==> config.mk <==
export PLATFORM = sky130hd
export DESIGN_NAME = hilo_muldiv_unit_flat
export DESIGN_NICKNAME = d
export VERILOG_FILES = /design/src/rtl/hilo_muldiv_unit_pkg.sv /design/src/rtl/hilo_muldiv_unit_if.sv /design/src/rtl/hilo_muldiv_unit_mult_iter_core.sv /design/src/rtl/hilo_muldiv_unit.sv /design/src/flat_wrapper.sv
export SDC_FILE = /design/constraint.sdc
export NUM_CORES = 1
export LEC_CHECK = 0
export BUFFER_PORTS_ARGS = -buffer_cell sky130_fd_sc_hd__buf_2
export CELL_PAD_IN_SITES_DETAIL_PLACEMENT = 1
export CELL_PAD_IN_SITES_GLOBAL_PLACEMENT = 1
export CORE_MARGIN = 2
export CORE_UTILIZATION = 47
export DETAILED_ROUTE_END_ITERATION = 6
export PLACE_DENSITY = 0.91
export SLEW_MARGIN = 20
export SYNTH_ARGS = -nofsm -noshare
export SYNTH_HDL_FRONTEND = slang
export SYNTH_HIERARCHICAL = 1
export SYNTH_SLANG_ARGS = --single-unit
==> constraint.sdc <==
create_clock -name Clk -period 7.64 [get_ports Clk]
set_input_delay 1.528 -clock Clk [delete_from_list [all_inputs] [get_ports Clk]]
set_output_delay 1.528 -clock Clk [all_outputs]
set_load 0.01 [all_outputs]
==> src/rtl/hilo_muldiv_unit_pkg.sv <==
// Shared definitions for the HI/LO multiply/divide unit: opcode encodings,
// FSM state encoding and the default datapath width.
package hilo_muldiv_unit_pkg;

    localparam int WIDTH_DEF = 32;

    // ALUCtl encodings produced by ALU control decode
    localparam logic [4:0] OP_MFHI  = 5'b10000;
    localparam logic [4:0] OP_MTHI  = 5'b10001;
    localparam logic [4:0] OP_MFLO  = 5'b10010;
    localparam logic [4:0] OP_MTLO  = 5'b10011;
    localparam logic [4:0] OP_MULT  = 5'b00101;
    localparam logic [4:0] OP_MULTU = 5'b01100;
    localparam logic [4:0] OP_MADD  = 5'b11010;
    localparam logic [4:0] OP_MSUB  = 5'b01101;
    localparam logic [4:0] OP_MUL   = 5'b11000;

    typedef enum logic [1:0] {
        ST_IDLE = 2'd0,
        ST_CALC = 2'd1,
        ST_FIN  = 2'd2
    } state_t;

endpackage

==> src/rtl/hilo_muldiv_unit_if.sv <==
// EX-stage request/response bundle for the HI/LO unit. Dbg_State mirrors the
// unit's FSM state for observation only.
//
// Handshake: the requester holds Start and the instruction fields stable until
// Done; Start is only sampled while Busy is low, Flush kills any request or
// operation in flight, and Done is a single-cycle completion pulse.
interface hilo_muldiv_unit_if #(
    parameter int WIDTH = hilo_muldiv_unit_pkg::WIDTH_DEF
);
    import hilo_muldiv_unit_pkg::*;

    logic             Start;
    logic             Flush;
    logic [4:0]       ALUCtl;
    logic             HiLoWrite;
    logic             MultBit;
    logic [WIDTH-1:0] A;
    logic [WIDTH-1:0] B;
    logic             Busy;
    logic             Done;
    logic [WIDTH-1:0] Result;
    logic [WIDTH-1:0] Hi;
    logic [WIDTH-1:0] Lo;
    state_t           Dbg_State;

    modport master (
        output Start, Flush, ALUCtl, HiLoWrite, MultBit, A, B,
        input  Busy, Done, Result, Hi, Lo, Dbg_State
    );

    modport slave (
        input  Start, Flush, ALUCtl, HiLoWrite, MultBit, A, B,
        output Busy, Done, Result, Hi, Lo, Dbg_State
    );

endinterface

==> src/rtl/hilo_muldiv_unit_mult_iter_core.sv <==
// Unsigned WIDTH x WIDTH radix-2 shift-add multiplier, one bit per clock.
// o_done is high during the final iteration cycle; o_product is complete
// after the following edge and holds until the next start.
module hilo_muldiv_unit_mult_iter_core #(
    parameter int WIDTH = hilo_muldiv_unit_pkg::WIDTH_DEF
) (
    input  logic               Clk,
    input  logic               Rst_n,
    input  logic               i_start,
    input  logic               i_abort,
    input  logic [WIDTH-1:0]   i_a,
    input  logic [WIDTH-1:0]   i_b,
    output logic               o_done,
    output logic [2*WIDTH-1:0] o_product
);
    localparam int CW = $clog2(WIDTH);
    localparam logic [CW-1:0] LAST = CW'(WIDTH - 1);

    logic [2*WIDTH-1:0] r_acc;
    logic [2*WIDTH-1:0] r_mcand;
    logic [WIDTH-1:0]   r_mplier;
    logic [CW-1:0]      r_cnt;
    logic               r_run;

    assign o_done    = r_run && (r_cnt == LAST);
    assign o_product = r_acc;

    // Load operands on start, then add the shifted multiplicand per set multiplier bit
    always_ff @(posedge Clk or negedge Rst_n) begin
        if (!Rst_n) begin
            r_acc    <= '0;
            r_mcand  <= '0;
            r_mplier <= '0;
            r_cnt    <= '0;
            r_run    <= 1'b0;
        end else if (i_abort) begin
            r_run <= 1'b0;
            r_cnt <= '0;
        end else if (i_start) begin
            r_acc    <= '0;
            r_mcand  <= {{WIDTH{1'b0}}, i_a};
            r_mplier <= i_b;
            r_cnt    <= '0;
            r_run    <= 1'b1;
        end else if (r_run) begin
            if (r_mplier[0]) begin
                r_acc <= r_acc + r_mcand;
            end
            r_mcand  <= r_mcand << 1;
            r_mplier <= r_mplier >> 1;
            if (o_done) begin
                r_run <= 1'b0;
                r_cnt <= '0;
            end else begin
                r_cnt <= r_cnt + 1'b1;
            end
        end
    end

endmodule

==> src/rtl/hilo_muldiv_unit.sv <==
// Execution-stage HI/LO register file with an iterative multiply/accumulate
// engine. Single-cycle moves complete immediately; multiply-class ops run
// WIDTH iterations plus one sign fix-up/commit cycle with Busy raised.
module hilo_muldiv_unit
    import hilo_muldiv_unit_pkg::*;
#(
    parameter int WIDTH = WIDTH_DEF
) (
    input logic                Clk,
    input logic                Rst_n,
    hilo_muldiv_unit_if.slave  bus
);
    state_t r_state;
    state_t w_state_next;

    logic [WIDTH-1:0] r_hi;
    logic [WIDTH-1:0] r_lo;
    logic [WIDTH-1:0] r_result;
    logic             r_done;
    logic [4:0]       r_op;
    logic             r_hlw;
    logic             r_gpr;
    logic             r_neg;

    logic               w_is_single;
    logic               w_is_mc;
    logic               w_is_signed;
    logic [WIDTH-1:0]   w_abs_a;
    logic [WIDTH-1:0]   w_abs_b;
    logic               w_core_start;
    logic               w_core_abort;
    logic               w_core_done;
    logic [2*WIDTH-1:0] w_core_prod;
    logic [2*WIDTH-1:0] w_prod;
    logic               w_accept_single;
    logic               w_commit;

    assign w_is_single = (bus.ALUCtl == OP_MFHI) || (bus.ALUCtl == OP_MTHI) ||
                         (bus.ALUCtl == OP_MFLO) || (bus.ALUCtl == OP_MTLO);
    assign w_is_mc     = (bus.ALUCtl == OP_MULT) || (bus.ALUCtl == OP_MULTU) ||
                         (bus.ALUCtl == OP_MADD) || (bus.ALUCtl == OP_MSUB)  ||
                         (bus.ALUCtl == OP_MUL);
    assign w_is_signed = w_is_mc && (bus.ALUCtl != OP_MULTU);

    // Magnitudes for the unsigned core; -(most negative) wraps to itself, which
    // is exactly the correct unsigned magnitude.
    assign w_abs_a = (w_is_signed && bus.A[WIDTH-1]) ? -bus.A : bus.A;
    assign w_abs_b = (w_is_signed && bus.B[WIDTH-1]) ? -bus.B : bus.B;

    assign w_prod = r_neg ? -w_core_prod : w_core_prod;

    hilo_muldiv_unit_mult_iter_core #(.WIDTH(WIDTH)) u_core (
        .Clk       (Clk),
        .Rst_n     (Rst_n),
        .i_start   (w_core_start),
        .i_abort   (w_core_abort),
        .i_a       (w_abs_a),
        .i_b       (w_abs_b),
        .o_done    (w_core_done),
        .o_product (w_core_prod)
    );

    // State register
    always_ff @(posedge Clk or negedge Rst_n) begin
        if (!Rst_n) begin
            r_state <= ST_IDLE;
        end else begin
            r_state <= w_state_next;
        end
    end

    // Next-state and control strobes; Flush always wins over Start and commit
    always_comb begin
        w_state_next    = r_state;
        w_core_start    = 1'b0;
        w_core_abort    = 1'b0;
        w_accept_single = 1'b0;
        w_commit        = 1'b0;
        case (r_state)
            ST_IDLE: begin
                if (bus.Start && !bus.Flush) begin
                    if (w_is_mc) begin
                        w_core_start = 1'b1;
                        w_state_next = ST_CALC;
                    end else if (w_is_single) begin
                        w_accept_single = 1'b1;
                    end
                end
            end
            ST_CALC: begin
                if (bus.Flush) begin
                    w_core_abort = 1'b1;
                    w_state_next = ST_IDLE;
                end else if (w_core_done) begin
                    w_state_next = ST_FIN;
                end
            end
            ST_FIN: begin
                w_state_next = ST_IDLE;
                if (!bus.Flush) begin
                    w_commit = 1'b1;
                end
            end
            default: begin
                w_core_abort = 1'b1;
                w_state_next = ST_IDLE;
            end
        endcase
    end

    // HI/LO/Result state, latched op context and the Done pulse
    always_ff @(posedge Clk or negedge Rst_n) begin
        if (!Rst_n) begin
            r_hi     <= '0;
            r_lo     <= '0;
            r_result <= '0;
            r_done   <= 1'b0;
            r_op     <= '0;
            r_hlw    <= 1'b0;
            r_gpr    <= 1'b0;
            r_neg    <= 1'b0;
        end else begin
            r_done <= 1'b0;
            if (w_core_start) begin
                r_op  <= bus.ALUCtl;
                r_hlw <= bus.HiLoWrite;
                r_gpr <= (bus.ALUCtl == OP_MUL) || bus.MultBit;
                r_neg <= w_is_signed && (bus.A[WIDTH-1] ^ bus.B[WIDTH-1]);
            end
            if (w_accept_single) begin
                r_done <= 1'b1;
                case (bus.ALUCtl)
                    OP_MTHI: if (bus.HiLoWrite) r_hi <= bus.A;
                    OP_MTLO: if (bus.HiLoWrite) r_lo <= bus.A;
                    OP_MFHI: r_result <= r_hi;
                    OP_MFLO: r_result <= r_lo;
                    default: ;
                endcase
            end
            if (w_commit) begin
                r_done <= 1'b1;
                if (r_gpr) begin
                    r_result <= w_prod[WIDTH-1:0];
                end else if (r_hlw) begin
                    case (r_op)
                        OP_MADD: {r_hi, r_lo} <= {r_hi, r_lo} + w_prod;
                        OP_MSUB: {r_hi, r_lo} <= {r_hi, r_lo} - w_prod;
                        default: {r_hi, r_lo} <= w_prod;
                    endcase
                end
            end
        end
    end

    assign bus.Busy      = (r_state != ST_IDLE);
    assign bus.Done      = r_done;
    assign bus.Result    = r_result;
    assign bus.Hi        = r_hi;
    assign bus.Lo        = r_lo;
    assign bus.Dbg_State = r_state;

endmodule

==> src/flat_wrapper.sv <==
// flat-port wrapper written by rule: the top's interface ports become plain ports
module hilo_muldiv_unit_flat import hilo_muldiv_unit_pkg::*;
#(
    parameter int WIDTH = WIDTH_DEF
)
  (Clk, Rst_n, bus_Start, bus_Flush, bus_ALUCtl, bus_HiLoWrite, bus_MultBit, bus_A, bus_B, bus_Busy, bus_Done, bus_Result, bus_Hi, bus_Lo, bus_Dbg_State);
  hilo_muldiv_unit_if #(.WIDTH(WIDTH)) bus_i ();
  input logic Clk;
  input logic Rst_n;
  input wire logic [$bits(bus_i.Start)-1:0] bus_Start;
  input wire logic [$bits(bus_i.Flush)-1:0] bus_Flush;
  input wire logic [$bits(bus_i.ALUCtl)-1:0] bus_ALUCtl;
  input wire logic [$bits(bus_i.HiLoWrite)-1:0] bus_HiLoWrite;
  input wire logic [$bits(bus_i.MultBit)-1:0] bus_MultBit;
  input wire logic [$bits(bus_i.A)-1:0] bus_A;
  input wire logic [$bits(bus_i.B)-1:0] bus_B;
  output wire logic [$bits(bus_i.Busy)-1:0] bus_Busy;
  output wire logic [$bits(bus_i.Done)-1:0] bus_Done;
  output wire logic [$bits(bus_i.Result)-1:0] bus_Result;
  output wire logic [$bits(bus_i.Hi)-1:0] bus_Hi;
  output wire logic [$bits(bus_i.Lo)-1:0] bus_Lo;
  output wire logic [$bits(bus_i.Dbg_State)-1:0] bus_Dbg_State;
  assign bus_i.Start = bus_Start;
  assign bus_i.Flush = bus_Flush;
  assign bus_i.ALUCtl = bus_ALUCtl;
  assign bus_i.HiLoWrite = bus_HiLoWrite;
  assign bus_i.MultBit = bus_MultBit;
  assign bus_i.A = bus_A;
  assign bus_i.B = bus_B;
  assign bus_Busy = bus_i.Busy;
  assign bus_Done = bus_i.Done;
  assign bus_Result = bus_i.Result;
  assign bus_Hi = bus_i.Hi;
  assign bus_Lo = bus_i.Lo;
  assign bus_Dbg_State = bus_i.Dbg_State;
  hilo_muldiv_unit #(.WIDTH(WIDTH)) u_core (.Clk(Clk), .Rst_n(Rst_n), .bus(bus_i));
endmodule
==> results.md <==
- Cell Chain, Critical Path: or4_4 > or4_4 > nor3_1 > nand3_1 > o21ai_0 > xor2_1 > inv_1 > ha_1 > nand2_1 > or3_1 > or3b_2 > o211a_1 > o41ai_1 > o21a_1 > a21oi_1 > o31a_1 > o31ai_1 > a21oi_1 > a32oi_1
- Most common cell after layout, fill and taps aside: nand2_1
- Top delay family on crit path: simple AND/OR/NAND/NOR gates
- Routed wire length: between 100,000 and 150,000 um
- PD cells: roughly 400 mW/mm2
- Vias in the first global route: ~30,000
- Die W: between 200 and 250 um
- Starting Density: between 40 and 50%
- TNS Setup: 0 ns
- # hold bufs at CTS: 0
- H-tree levels: 2
- Clk root buf: clkbuf_16
- Routed vias: between 30,000 and 40,000
- Core ar.: 0.05869 mm2
- Post-cts resize count: 0
- Largest net degree at the start of global routing: about 190
- GRT met1 Usage: between 50% and 60%
- # DRC: 0
- Placed Instances: about 4,300
- WP data arrival: 7.31 ns
- Hold Vio Cnt, Final: 0
- Worst-Skew Late Latency: 0.58 ns
- Commonest cells after routing, fill and taps aside: 449 x nand2_1, 336 x a21oi_1, 304 x o21ai_0
- Area grow syn2layout: 9.664%
- Leak Pwr: about 13 nW
- CTS tree: built
- Reg2reg path depth: 19
- Reg2reg start: u_core/u_core/o_product[12]
- CP Buf/Inv Count: 1
- RD Place Congestion: 1.007
- Tightest Pin Transition: 1.209 ns
- CTS sink count: 273
- Port Buf Inserts: roughly 170
- HP Class: reg2reg
- Reg-to-reg endpoint: u_core/bus.Hi[29]
- FP Rows: 89
- HP Start: u_core/u_core/r_mplier[15]
- WL per Instance: around 28 um
- Flops & latches, synth: ~270
- Sequential share of the synthesized area: 24.60%
- Max-slew violation count: 0
- Netlist Area Pre-Place: 0.02777 mm2
- Die Ht: about 250 um
- Met2 Track Usage GR: about three fifths
- EDFF count, synth: 0
- Worst clock skew: ~0.022 ns
- Slowest cell on crit path: nor3_1
- Synth warn: 6
- M3 GR Usage: under 10%
- IO Pins: between 150 and 200
- Crit start category: flop
- Hold path endpoint: u_core/u_core/r_mplier[15]
- Post-CTS Setup Inserts: 0
- Tot GR Track Use: 39.64%
- Clock slew at reported path FFs: around 0.060 ns
- Status: completed
- Die Area: 0.06105 mm2
- DR vias/cell: about 7.0
- Final Non-Filler Cells: around 4,400
- Starting DRC count in detailed routing: around 3,500
- R2r setup slk: roughly 0.83 ns
- Max FO, Critical Path: 13
- DP HPWL: 91,810 um
- Hold-critical path depth: 2
- Fin nets: slightly below 4,000
- Yosys cell types: between 100 and 150
- Final worst path period need: just under 7 ns
- Critical path capture point type: flop
- RSZ-0062 raised after global routing: no
- Global route hottest layer: met2
- Post-Syn Instances: 3,580
- GR Overflow Total: 0
- CP Class: reg2reg
- TritonCTS buffer count: 37
- Req. time, crit path: slightly above 8 ns
- Period utilisation layout: roughly nine tenths
- Slew HR: between 15 and 20%
- Mapped Avg Cell Area: just under 8 um2
- Initial DRT Pass Iterations: 6
- Fraction of registers with async set/reset: 100.0%
- Final setup fails: 0
- Peak VDD IR: about 0.55 mV
- Max Freq: 146.9 MHz
- Critical Path Max Stage Delay: roughly 0.79 ns
- Layout cells sized above 1: between 10% and 20%
- Clock Tree Buf Depth: 3
- Antenna violations before repair: 13
- Main synth FF type: dfrtp_1
- Max-capacitance violation count: 0
- First-pass GRT wire length: around 190,000 um
- Syn nets: ~3,900
- Antenna viol nets, final: 0
==> through the flow <==
step	util, %	power (mW)	setup WS [ns]	hold WS [ns]	cell area (um2)
detailed placement	49.58	9.527	1.036	0.4741	29100
floorplan	-	7.318	1.743	0.4492	27770
global route	51.87	12.46	0.5574	0.5151	30440
CTS	51.84	11.56	1.021	0.4877	30420
global placement	49.58	9.273	1.152	0.4606	29100
finish	51.89	11.90	0.8315	0.4854	30450
==> sequential cells by signal, indices dropped and copies added, names as in the netlist, 2 cells and up <==
name / cells
u_core/u_core/r_mcand: 64
u_core/r_op: 5
u_core/u_core/r_cnt: 5
u_core/u_core/r_mplier: 32
u_core/bus.Lo: 32
u_core/u_core/o_product: 64
u_core/bus.Hi: 32
u_core/bus.Result: 32
u_core/bus.Dbg_State: 2
==> synth_stat cells, types with 52 or more instances <==
library cell  instances  area [um2]
nand2_1             450        1689
a21oi_1             336        1682
o21ai_0             304        1521
dfrtp_1             273        6832
nor2_1              218       818.3
ha_1                193        2415
clkbuf_1            190       713.2
inv_1               164       615.6
xnor2_1             105       919.6
mux2i_1             101        1011
xor2_1               84       735.7
nand3_1              69       345.3
nor3_1               62       310.3
o31ai_1              52       390.4
==> worst reg2reg max path: cells and delay by family, from the launching register on <==
family                     cells  cell delay (ns)
and+or+nand+nor                7             3.42
AOI/OAI and AO/OA              9             2.04
DFF                            1             0.54
adders and majority gates      1             0.39
xor gates and xnor gates       1             0.26
buffers and inverters          1             0.10
==> where the power goes <==
part / internal, mW / leakage, nW / switching, mW / total [mW]
sequential: 1.77 / 3.71 / 0.600 / 2.37
combinational: 2.38 / 9.05 / 5.21 / 7.59
clock: 1.18 / 0.648 / 0.767 / 1.94
==> layout make-up <==
cell class | count | area, um2
fillers | 7213 | 28230
inverters | 170 | 640.6
multi-input cells | 2918 | 19530
repair buffers | 205 | 1139
diodes | 7 | 17.52
well taps | 773 | 967.2
flip-flops and latches | 273 | 6833
clock buffers | 46 | 999.7
clock inverters | 22 | 327.8
==> worst max-delay path by stage <==
stage / to / cells past startpoint / startpoint / slack (ns)
final: u_core/bus.Hi[29] / 19 / u_core/u_core/o_product[12] / 0.83
after global routing: u_core/bus.Hi[29] / 20 / u_core/u_core/o_product[12] / 0.56
after CTS: u_core/bus.Hi[29] / 20 / u_core/u_core/o_product[22] / 1.02
after detailed placement: u_core/bus.Hi[29] / 20 / u_core/u_core/o_product[12] / 1.04
after global placement: u_core/bus.Hi[29] / 20 / u_core/u_core/o_product[12] / 1.15
after floorplan: u_core/bus.Hi[20] / 22 / u_core/r_neg / 1.74
==> cells by family after synthesis <==
kind of cell | synth area share [%]
muxes | 5.262
xor gates and xnor gates | 6.254
and+or+nand+nor | 19.03
adders and majority gates | 8.912
DFF | 24.60
buffers and inverters | 5.334
AOI/OAI and AO/OA | 30.61
==> per-layer routing <==
layer	vias to the layer above	share of wire, %
met5	-	0.074
met4	14	7.0
met3	498	11
met2	1899	42
met1	15180	40
li1	13280	-
Note: power is estimated with default switching activity, not from simulation.
